### src/rtl/crc24_pkg.sv
// Shared definitions for the CRC-24 frame appender.
//   CRC24_POLY / CRC24_INIT : generator polynomial (implicit x^24) and per-frame seed
//   crc24_app_state_t       : appender FSM states
//   crc24_step()            : one byte of MSB-first CRC-24, no reflection, no final XOR
package crc24_pkg;

    localparam logic [23:0] CRC24_POLY = 24'h864CFB;
    localparam logic [23:0] CRC24_INIT = 24'h000000;

    typedef enum logic [2:0] {
        ST_IDLE    = 3'd0,
        ST_PAYLOAD = 3'd1,
        ST_CRC_HI  = 3'd2,
        ST_CRC_MID = 3'd3,
        ST_CRC_LO  = 3'd4
    } crc24_app_state_t;

    function automatic logic [23:0] crc24_step(
        input logic [23:0] crc,
        input logic [7:0]  data,
        input logic [23:0] poly = CRC24_POLY
    );
        logic [23:0] c;
        logic [7:0]  d;
        logic        fb;
        c = crc;
        d = data;
        for (int unsigned i = 0; i < 8; i++) begin
            fb = c[23] ^ d[7];
            c  = {c[22:0], 1'b0};
            d  = {d[6:0], 1'b0};
            if (fb) begin
                c = c ^ poly;
            end
        end
        return c;
    endfunction

endpackage

### src/rtl/crc24_byte_step.sv
// Combinational single-byte CRC-24 update.
//   crc_in  [23:0] : current CRC register
//   data_in [7:0]  : byte being absorbed (MSB first)
//   crc_out [23:0] : CRC after absorbing data_in
module crc24_byte_step
    import crc24_pkg::*;
#(
    parameter logic [23:0] POLY = CRC24_POLY
) (
    input  logic [23:0] crc_in,
    input  logic [7:0]  data_in,
    output logic [23:0] crc_out
);

    always_comb begin
        crc_out = crc24_step(crc_in, data_in, POLY);
    end

endmodule

### src/rtl/crc24_frame_appender.sv
// Passes payload bytes through one register stage and appends the three CRC-24
// bytes (MSB first) after the last payload byte; the final CRC byte carries out_last.
// Ports:
//   clock                   : single clock, posedge
//   reset                   : synchronous, active-low
//   in_data/in_valid/in_last/in_ready      : payload stream in
//   out_data/out_valid/out_last/out_ready  : payload + CRC stream out
//   frame_count [15:0]      : completed frames (only with CRC_FRAME_STATS_EN defined)
// Build option: CRC_FRAME_STATS_EN adds the frame_count port and counter.
module crc24_frame_appender
    import crc24_pkg::*;
#(
    parameter logic [23:0] POLY = CRC24_POLY,
    parameter logic [23:0] INIT = CRC24_INIT
) (
    input  logic        clock,
    input  logic        reset,
    input  logic [7:0]  in_data,
    input  logic        in_valid,
    input  logic        in_last,
    output logic        in_ready,
    output logic [7:0]  out_data,
    output logic        out_valid,
    output logic        out_last,
    input  logic        out_ready
`ifdef CRC_FRAME_STATS_EN
    ,
    output logic [15:0] frame_count
`endif
);

    crc24_app_state_t state_q, state_d;
    logic [23:0] crc_q, crc_d, crc_step_out;
    logic [7:0]  out_data_q, out_data_d;
    logic        out_valid_q, out_valid_d;
    logic        out_last_q, out_last_d;
    logic        free, in_ready_int, accept;

    crc24_byte_step #(.POLY(POLY)) u_byte_step (
        .crc_in  (crc_q),
        .data_in (in_data),
        .crc_out (crc_step_out)
    );

    // The output register can take a new byte when empty or being drained.
    always_comb begin
        free         = !out_valid_q || out_ready;
        in_ready_int = reset && free && (state_q == ST_IDLE || state_q == ST_PAYLOAD);
        accept       = in_valid && in_ready_int;
    end

    always_comb begin
        state_d     = state_q;
        crc_d       = crc_q;
        out_data_d  = out_data_q;
        out_valid_d = out_valid_q && !out_ready;
        // out_last only ever accompanies a valid byte.
        out_last_d  = out_last_q && out_valid_d;

        case (state_q)
            ST_IDLE, ST_PAYLOAD: begin
                if (accept) begin
                    out_data_d  = in_data;
                    out_valid_d = 1'b1;
                    out_last_d  = 1'b0;
                    crc_d       = crc_step_out;
                    state_d     = in_last ? ST_CRC_HI : ST_PAYLOAD;
                end
            end
            ST_CRC_HI: begin
                if (free) begin
                    out_data_d  = crc_q[23:16];
                    out_valid_d = 1'b1;
                    out_last_d  = 1'b0;
                    state_d     = ST_CRC_MID;
                end
            end
            ST_CRC_MID: begin
                if (free) begin
                    out_data_d  = crc_q[15:8];
                    out_valid_d = 1'b1;
                    out_last_d  = 1'b0;
                    state_d     = ST_CRC_LO;
                end
            end
            ST_CRC_LO: begin
                if (free) begin
                    out_data_d  = crc_q[7:0];
                    out_valid_d = 1'b1;
                    out_last_d  = 1'b1;
                    crc_d       = INIT;
                    state_d     = ST_IDLE;
                end
            end
            default: begin
                state_d = ST_IDLE;
                crc_d   = INIT;
            end
        endcase
    end

    always_ff @(posedge clock) begin
        if (!reset) begin
            state_q     <= ST_IDLE;
            crc_q       <= INIT;
            out_data_q  <= '0;
            out_valid_q <= 1'b0;
            out_last_q  <= 1'b0;
        end else begin
            state_q     <= state_d;
            crc_q       <= crc_d;
            out_data_q  <= out_data_d;
            out_valid_q <= out_valid_d;
            out_last_q  <= out_last_d;
        end
    end

    assign in_ready  = in_ready_int;
    assign out_data  = out_data_q;
    assign out_valid = out_valid_q;
    assign out_last  = out_last_q;

`ifdef CRC_FRAME_STATS_EN
    logic [15:0] frame_count_q, frame_count_d;

    always_comb begin
        frame_count_d = frame_count_q;
        if (out_valid_q && out_ready && out_last_q) begin
            frame_count_d = frame_count_q + 16'd1;
        end
    end

    always_ff @(posedge clock) begin
        if (!reset) begin
            frame_count_q <= '0;
        end else begin
            frame_count_q <= frame_count_d;
        end
    end

    assign frame_count = frame_count_q;
`endif

endmodule

### config.mk
export PLATFORM = sky130hd
export DESIGN_NAME = crc24_frame_appender
export DESIGN_NICKNAME = d
export VERILOG_FILES = /design/src/rtl/crc24_pkg.sv /design/src/rtl/crc24_byte_step.sv /design/src/rtl/crc24_frame_appender.sv
export SDC_FILE = /design/constraint.sdc
export NUM_CORES = 1
export LEC_CHECK = 0
export CORE_UTILIZATION = 45
export CTS_CLUSTER_DIAMETER = 30
export DETAILED_ROUTE_END_ITERATION = 8
export PLACE_DENSITY = 0.64
export SETUP_SLACK_MARGIN = 0.2
export SLEW_MARGIN = 20
export SYNTH_ARGS = -nofsm -noshare
export SYNTH_HDL_FRONTEND = slang
export SYNTH_SLANG_ARGS = --single-unit
### constraint.sdc
create_clock -name clock -period 3.2 [get_ports clock]
set_input_delay 0.48 -clock clock [delete_from_list [all_inputs] [get_ports clock]]
set_output_delay 0.48 -clock clock [all_outputs]
set_load 0.02 [all_outputs]
==> metrics.txt, run 1 <==
final hold vios=0; mux cell area share after synthesis=0; Syn Area/Cell=9.52 um2; Non-Filler Instances=332; LEAKAGE=0.998 nW; clock latency on the worst-skew pair=0.29 ns; Routed Antenna Nets=0; Synth Register Bits=37; min-delay worst type=flip-flop to flip-flop; vias in the first global route=1737; Cell Area, Synth=2290 um2; first-pass GRT wire length=8970 um; Max-slew headroom=0.465; Design Power=2.12 mW; Nets=277; Seq/Total Area, Yosys=0.323; Final Skew=0.00613 ns; final hold slack=0.453 ns; core area=4820 um2; delay of the slowest cell on the worst path=0.73 ns; CTS sink cnt=37; commonest non-fill, non-tap cell in the layout=dfxtp_1; XOR/XNOR Fraction of Synth Area=0.283; total number of H-tree levels=2; Starting Density=0.476; DR vias=1823; max_cap viols=0; Power Dens Cells=784 nW/um2; Main synth FF type=dfxtp_1; Resize count post-CTS=0; drt wl/cell=16.5 um; CP cell instances=clkdlybuf4s50_1, and3_1, clkdlybuf4s50_1; Setup Viol. Count Final=0; CP most frequent cell=clkdlybuf4s50_1; fraction of the mapped netlist area in adder cells=0; crit path launch type=input pin; Routed WL=5480 um; Fmax=397 MHz; CP Class=input pin to primary output; Synth Area in Compound Gates=0.236; CP required=2.72 ns; post-route setup TNS=0 ns; Antenna Cells=0; Reg clk slew, reported paths=0.08 ns; Layout area overhead=18.1%; initial antenna violation count=0; Syn Inst Count=241; maximum vdd drop=343 uV; worst path arrival time=2.04 ns; Post-Place Cells=324; ys async rst share=0; initial drt markers=104; clock buffer depth=2; postcts setup bufs=0; DPL Wire Length=3790 um; Root Buffer Master=clkbuf_8; Die Wd=73.4 um; die height=73.4 um; Worst path slowest cell=clkdlybuf4s50_1; commonest non-fill, non-tap cells in the layout=dfxtp_1 (37), xnor2_1 (29), clkdlybuf4s50_1 (23); dpl cell area=2610 um2; gr usage total=0.224; CTS Buf Count=5; Yosys cell types=38; total grt overflow=0; port bufs=23; status=finished clean; RSZ-0062 raised after global routing=no; layout cells sized above 1=0.0906; CP endpoint kind=primary output; Least-Margin Pin Slew=0.801 ns; syn nets=254; Tcrit/Tclk final=0.788; number of synthesized flops with an enable pin=0; Synth Warn #=0; row count=25; CTS Hold Bufs=0; Vias/cell=5.49; crit-path max FO=13; Slew Limit Fails=0; Pre-antenna DRT Iters=4; Design Area, Final=2710 um2; largest family of logic cells by synthesized area=XOR/XNOR gates; largest net degree at the start of global routing=24; CTS tree=yes; post-layout min period=2.52 ns; DRC=0; area of the die=5390 um2; IO Pins=24; Final Wtd Congestion=0.833; simple-gate share of the synthesized area=0.134
final cells by class:
cell class / instances / area (um2)
tap: 67 / 83.8
inverter: 1 / 3.75
timing repair buffer: 30 / 283
clock inverter: 1 / 5.00
sequential: 37 / 741
fill: 473 / 2110
multi-input combinational: 189 / 1500
clock buffer: 7 / 96.3
final timing paths:
| check | from | endpoint | slack (ns) | cells past startpoint |
|---|---|---|---|---|
| worst min register to register | out_data[0] | out_data[0] | 0.45 | 2 |
| worst max-delay path | reset | in_ready | 0.68 | 3 |
| worst max register to register | state_q[1] | out_data[7] | 0.95 | 5 |
| worst min-delay path | out_data[0] | out_data[0] | 0.45 | 2 |
per-layer routing:
layer	share of wire	track usage	wire, um	vias to the layer above
met4	0.011	0.0641	60	0
met3	0.041	0.0412	224	6
met5	0	0	0	-
li1	-	-	-	909
met1	0.48	0.310	2630	874
met2	0.47	0.357	2560	34
sequential cells by signal, summed over array words and instances (netlist names):
signal / flops
out_data: 8
state_q: 3
out_valid: 1
out_last: 1
crc_q: 24
report_power, final:
part / internal, mW / switching, mW / total (mW)
sequential: 0.543 / 0.0961 / 0.639
combinational: 0.619 / 0.501 / 1.12
clock: 0.195 / 0.170 / 0.365
per-stage QoR:
step                 util  worst slack (ns)
floorplan               -              1.10
global placement    0.541             0.498
detailed placement  0.541             0.437
CTS                 0.562             0.677
global route        0.562             0.595
finish              0.562             0.679
logic make-up (layout without fill, tap and decap cells):
kind of cell	count (synthesis)	after routing
buf+inv	15	39
flops	37	37
compound gates	78	78
simple gates	57	57
xor+xnor	54	54
synth_stat cells, types with 2 or more instances:
master    instances  area share
a21oi_1           5       0.011
nand2b_1          2      0.0055
xor3_2            2       0.022
o21ai_1           6       0.013
a21boi_1          6       0.020
and2_1            2      0.0055
a211o_1           7       0.027
o22a_1            7       0.027
xnor2_4           2       0.024
dfxtp_1          37        0.32
o21ai_0           7       0.015
o22ai_1          16       0.044
nor2b_1          17       0.046
clkbuf_1         13       0.021
nor2_1            7       0.011
a22o_1            2      0.0076
xnor2_1          29        0.11
xnor2_2           3       0.021
nand2_1          21       0.034
xnor3_1           6       0.059
a21boi_0          4       0.013
xor2_1           12       0.046
a22oi_1          13       0.043
worst max-delay path, delay by kind of cell:
family,cells,cell delay (ns)
buffers and inverters,2,1.33
AND/OR/NAND/NOR,1,0.23
Power figures use the tool's default switching activity.
==> inputs of run 2 (changes only) <==
--- a/config.mk
+++ b/config.mk
@@ -8,7 +8,7 @@
 export CORE_UTILIZATION = 45
 export CTS_CLUSTER_DIAMETER = 30
 export DETAILED_ROUTE_END_ITERATION = 8
-export PLACE_DENSITY = 0.64
+export PLACE_DENSITY = 0.66
 export SETUP_SLACK_MARGIN = 0.2
 export SLEW_MARGIN = 20
 export SYNTH_ARGS = -nofsm -noshare
==> constraint.sdc (replaced) <==
create_clock -name clock -period 2.3 [get_ports clock]
set_input_delay 0.345 -clock clock [delete_from_list [all_inputs] [get_ports clock]]
set_output_delay 0.345 -clock clock [all_outputs]
set_load 0.02 [all_outputs]
==> metrics.txt, run 2 (synthesis gave the netlist of run 1 again) <==
Top reg by flops=crc_q; Routed WL=5930 um; Final Skew=0.00143 ns; CTS Buf Count=5; postcts setup bufs=0; area of the die=5390 um2; Vias/cell=5.51; Pre-antenna DRT Iters=4; crit path launch type=input pin; Die Wd=73.4 um; worst path arrival time=1.68 ns; crit-path max FO=2; post-layout min period=2.03 ns; sequential power share=0.279; Design Area, Final=2900 um2; Power Dens Cells=1080 nW/um2; met1 GRT Util=0.300; maximum vdd drop=752 uV; Critical Path End=in_ready; Logic pwr share=0.543; Resize count post-CTS=0; Final Util=0.601; CP endpoint kind=primary output; Starting Density=0.476; CP Class=input pin to primary output; Tcrit/Tclk final=0.881; met2 Usage GRT=0.412; RSZ-0062 raised after global routing=no; final hold vios=0; row count=25; Clock Power Share=0.178; Placement Setup Slack=-0.0612 ns; Crit path depth=4; IO Pins=24; final hold slack=0.458 ns; drt wl/cell=16.8 um; dpl cell area=2780 um2; layout cells sized above 1=0.167; gr usage total=0.239; initial antenna violation count=0; setup slack after layout=0.273 ns; Non-Filler Instances=354; Final Wtd Congestion=0.841; core area=4820 um2; NetSw=1.10 mW; Root Buffer Master=clkbuf_8; port bufs=23; FF-to-FF End=crc_q[3]; CP most frequent cell=clkdlybuf4s50_1; Buf+Inv Stages, Crit Path=2; max_cap viols=0; met3 Usage GRT=0.0453; CP required=1.96 ns; CP Launch Point=out_ready; Setup Viol. Count Final=0; Routed Antenna Nets=0; Layout area overhead=26.2%; total number of H-tree levels=2; commonest non-fill, non-tap cells in the layout=dfxtp_1 (36), buf_4 (30), xnor2_1 (28); commonest non-fill, non-tap cell in the layout=dfxtp_1; CTS Hold Bufs=0; CTS tree=yes; initial drt markers=137; DRC=0; max reg flops=24; Fmax=493 MHz; status=finished clean; LEAKAGE=1.12 nW; CP cell instances=clkdlybuf4s50_1, nand2b_2, and3_1, clkdlybuf4s50_1; total grt overflow=0; Sw Share=0.351; largest net degree at the start of global routing=24; Worst path slowest cell=clkdlybuf4s50_1; Post-Place Cells=347; Reg clk slew, reported paths=0.07 ns; min-delay worst type=flip-flop to flip-flop; Least-Margin Pin Slew=0.470 ns; die height=73.4 um; Internal=2.03 mW; first-pass GRT wire length=9340 um; vias in the first global route=1829; Worst path top cell family by delay=buffers and inverters; Worst Reg-to-Reg Cells=5; delay of the slowest cell on the worst path=0.59 ns; R2R Path Start=crc_q[21]; clock latency on the worst-skew pair=0.29 ns; DPL Wire Length=4040 um; Antenna Cells=0; R2R setup slack=0.37 ns; DR vias=1951; Most Crowded Layer GR=met2; clock buffer depth=2; CTS sink cnt=37; Nets=300; Slew Limit Fails=0; Max-slew headroom=0.686
==> run 2: cell types whose count changed in the layout (fill, tap and decap cells not counted), sizes merged <==
cell,before,now
buf,7,30
clkbuf,7,5
bufinv,0,1
clkdlybuf4s50,23,22
dlymetal6s2s,0,1
==> run 2: area by class of cell <==
type | instances | area, um2
Timing Repair Buffer | 53 | 458
Multi-Input combinational cell | 189 | 1500
Tap cell | 67 | 83.8
Clock buffer | 5 | 68.8
Clock inverter | 2 | 35.0
Inverter | 1 | 3.75
Sequential cell | 37 | 742
Fill cell | 451 | 1920
==> run 2: how the worst min path moves through the flow <==
stage | from | endpoint | slack [ns] | cells past startpoint
finish | out_data[0] | out_data[0] | 0.46 | 2
global route | out_data[2] | out_data[2] | 0.48 | 2
CTS | out_data[0] | out_data[0] | 0.46 | 2
detailed placement | out_data[0] | out_data[0] | 0.45 | 2
global placement | out_data[0] | out_data[0] | 0.44 | 2
floorplan | crc_q[23] | crc_q[23] | 0.45 | 2
==> run 2: power by group through the flow <==
stage	registers (mW)	clock network, mW	logic [mW]
after global placement	0.879	0	1.67
after detailed placement	0.883	0	1.69
after floorplan	0.872	0	1.28
final	0.873	0.558	1.70
after CTS	0.869	0.559	1.70
after global routing	0.888	0.592	1.85
==> run 2: metal layers <==
| layer | wire length, um | part of all wire |
|---|---|---|
| met5 | 0 | 0 |
| met2 | 2880 | 0.48 |
| met3 | 375 | 0.063 |
| met1 | 2610 | 0.44 |
| met4 | 70 | 0.012 |
==> run 2: worst min-delay path, cell delays in order, from the launching register on <==
cell and delay [ns]:
dfxtp_1 0.31, nand2_1 0.05, a21boi_1 0.05
==> run 2: metrics by stage <==
step	setup TNS [ns]	total power, mW
floorplan	0	2.16
global placement	-0.0623	2.55
detailed placement	-0.119	2.57
CTS	0	3.13
global route	0	3.33
finish	0	3.13
==> inputs of run 3 (changes only) <==
--- a/config.mk
+++ b/config.mk
@@ -5,11 +5,12 @@
 export SDC_FILE = /design/constraint.sdc
 export NUM_CORES = 1
 export LEC_CHECK = 0
+export ABC_AREA = 1
 export CORE_UTILIZATION = 45
 export CTS_CLUSTER_DIAMETER = 30
 export DETAILED_ROUTE_END_ITERATION = 8
+export HOLD_SLACK_MARGIN = 0.12
 export PLACE_DENSITY = 0.66
-export SETUP_SLACK_MARGIN = 0.2
 export SLEW_MARGIN = 20
 export SYNTH_ARGS = -nofsm -noshare
 export SYNTH_HDL_FRONTEND = slang
==> metrics.txt, run 3 <==
status=finished clean; Cell Area, Synth=2480 um2; Seq/Total Area, Yosys=0.299; largest family of logic cells by synthesized area=simple AND/OR/NAND/NOR gates; final hold slack=0.426 ns; max_cap viols=0; Placement Setup Slack=-0.153 ns; max reg flops=24; Yosys top cell by area=dfxtp_1; Vias/cell=5.14; Power Dens Cells=773 nW/um2; Tcrit/Tclk final=0.930; Yosys cell types=32; CP Launch Point=reset; Design Power=2.44 mW; setup slack after layout=0.160 ns; port bufs=23; XOR/XNOR Fraction of Synth Area=0.123; Synth Area in Compound Gates=0.162; mux cell area share after synthesis=0; Top reg by flops=crc_q; die height=76.2 um; DR vias=2422; Routed Antenna Nets=0; final hold vios=0; min-delay worst type=input pin to flip-flop; Starting Density=0.476; LEAKAGE=1.35 nW; number of synthesized flops with an enable pin=0; Nets=413; Routed WL=6780 um; Final Util=0.607; Synth area leaders=dfxtp_1 (30%), nand2_1 (12%), xor2_1 (9.2%); initial antenna violation count=0; Syn Inst Count=344; Non-Filler Instances=471; CTS Hold Bufs=0; CTS sink cnt=37; syn nets=357; Layout area overhead=27.5%; Max-slew headroom=0.559; clock latency on the worst-skew pair=0.30 ns; total grt overflow=0; R2R Path Start=crc_q[21]; fraction of the mapped netlist area in adder cells=0; Post-synth top cells=nand2_1 (76), dfxtp_1 (37), a21oi_1 (35); commonest non-fill, non-tap cells in the layout=nand2_1 (76), dfxtp_1 (37), a21oi_1 (35); clock buffer depth=2; CTS Buf Count=5; Die Wd=76.2 um; Fmax=467 MHz; Pre-antenna DRT Iters=4; simple-gate share of the synthesized area=0.343; CP required=1.96 ns; DRC=0; post-route setup TNS=0 ns; Root Buffer Master=clkbuf_8; dpl cell area=3030 um2; Post-Place Cells=463; Main synth FF type=dfxtp_1; Slew Limit Fails=0; first-pass GRT wire length=11600 um; Setup Viol. Count Final=0; ys async rst share=0; area of the die=5810 um2; Final Wtd Congestion=0.898; IO Pins=24; row count=26; worst path arrival time=1.80 ns; R2R setup slack=0.35 ns; DPL Wire Length=5250 um; maximum vdd drop=445 uV; core area=5200 um2; gr usage total=0.254; FF-to-FF End=crc_q[5]; total number of H-tree levels=2; Final Skew=0.00713 ns; post-layout min period=2.14 ns; crit path launch type=input pin; largest net degree at the start of global routing=26; vias in the first global route=2432; Synth Warn #=0; CTS tree=yes; Syn Area/Cell=7.21 um2; CP Class=input pin to primary output; Worst Reg-to-Reg Cells=16; crit-path max FO=2; Least-Margin Pin Slew=0.659 ns; initial drt markers=150; top-count cell post-synth=nand2_1; top cell type's share of synthesized area=0.299; Design Area, Final=3160 um2; drt wl/cell=14.4 um; area occupied by multi-input gates=1570 um2; FF+latch area=741 um2; CP endpoint kind=primary output; commonest non-fill, non-tap cell in the layout=nand2_1; Antenna Cells=0; Reg clk slew, reported paths=0.08 ns; Critical Path End=in_ready; Fill cells=498; layout cells sized above 1=0.209; Synth Register Bits=37
-- run 3: logic make-up (layout without fill, tap and decap cells) --
logic type	Yosys count	count (layout)
buffers and inverters	46	103
flip-flops	37	37
AND/OR/NAND/NOR	156	156
XOR/XNOR	34	34
AO/OA/AOI/OAI	71	71
-- run 3: worst min-delay path by stage --
stage | from | to | slack, ns | depth (start not counted)
2_1_floorplan | crc_q[6] | crc_q[6] | 0.44 | 2
3_3_place_gp | crc_q[6] | crc_q[6] | 0.45 | 2
3_5_place_dp | crc_q[6] | crc_q[6] | 0.45 | 2
4_1_cts | crc_q[6] | crc_q[6] | 0.46 | 2
5_1_grt | in_data[6] | out_data[6] | 0.47 | 3
6_report | in_data[6] | out_data[6] | 0.43 | 3
-- run 3: worst max-delay path, cell delays in order --
cell	delay (ns)
clkdlybuf4s50_1	0.48
clkinv_1	0.09
nor3_1	0.23
clkdlybuf4s50_1	0.65
-- run 3: final cells by class --
cell class,instances,area share
tap,70,0.0277
clock inverter,1,0.00950
sequential,37,0.234
inverter,38,0.0451
timing repair buffer,57,0.159
clock buffer,7,0.0273
multi-input combinational,261,0.497
-- run 3: layer usage --
metal,wire (um),share of wire,up-vias,track usage
met5,0,0,-,0
met4,80,0.012,0,0.0827
met3,317,0.047,9,0.0515
met2,3250,0.48,46,0.422
met1,3130,0.46,1118,0.329
li1,-,-,1249,-
-- run 3: timing repair --
item | in CTS | in global routing
buffers inserted | 0 | 0
resized for setup | 0 | 4
endpoints found under the setup margin | 0 | 2
endpoints found under the hold margin | 0 | 0
-- run 3: power by group --
group | internal [mW] | total [mW] | switching (mW)
Combinational | 0.461 | 1.08 | 0.619
Sequential | 0.709 | 0.764 | 0.0550
Clock | 0.354 | 0.598 | 0.244
Total | 1.52 | 2.44 | 0.918
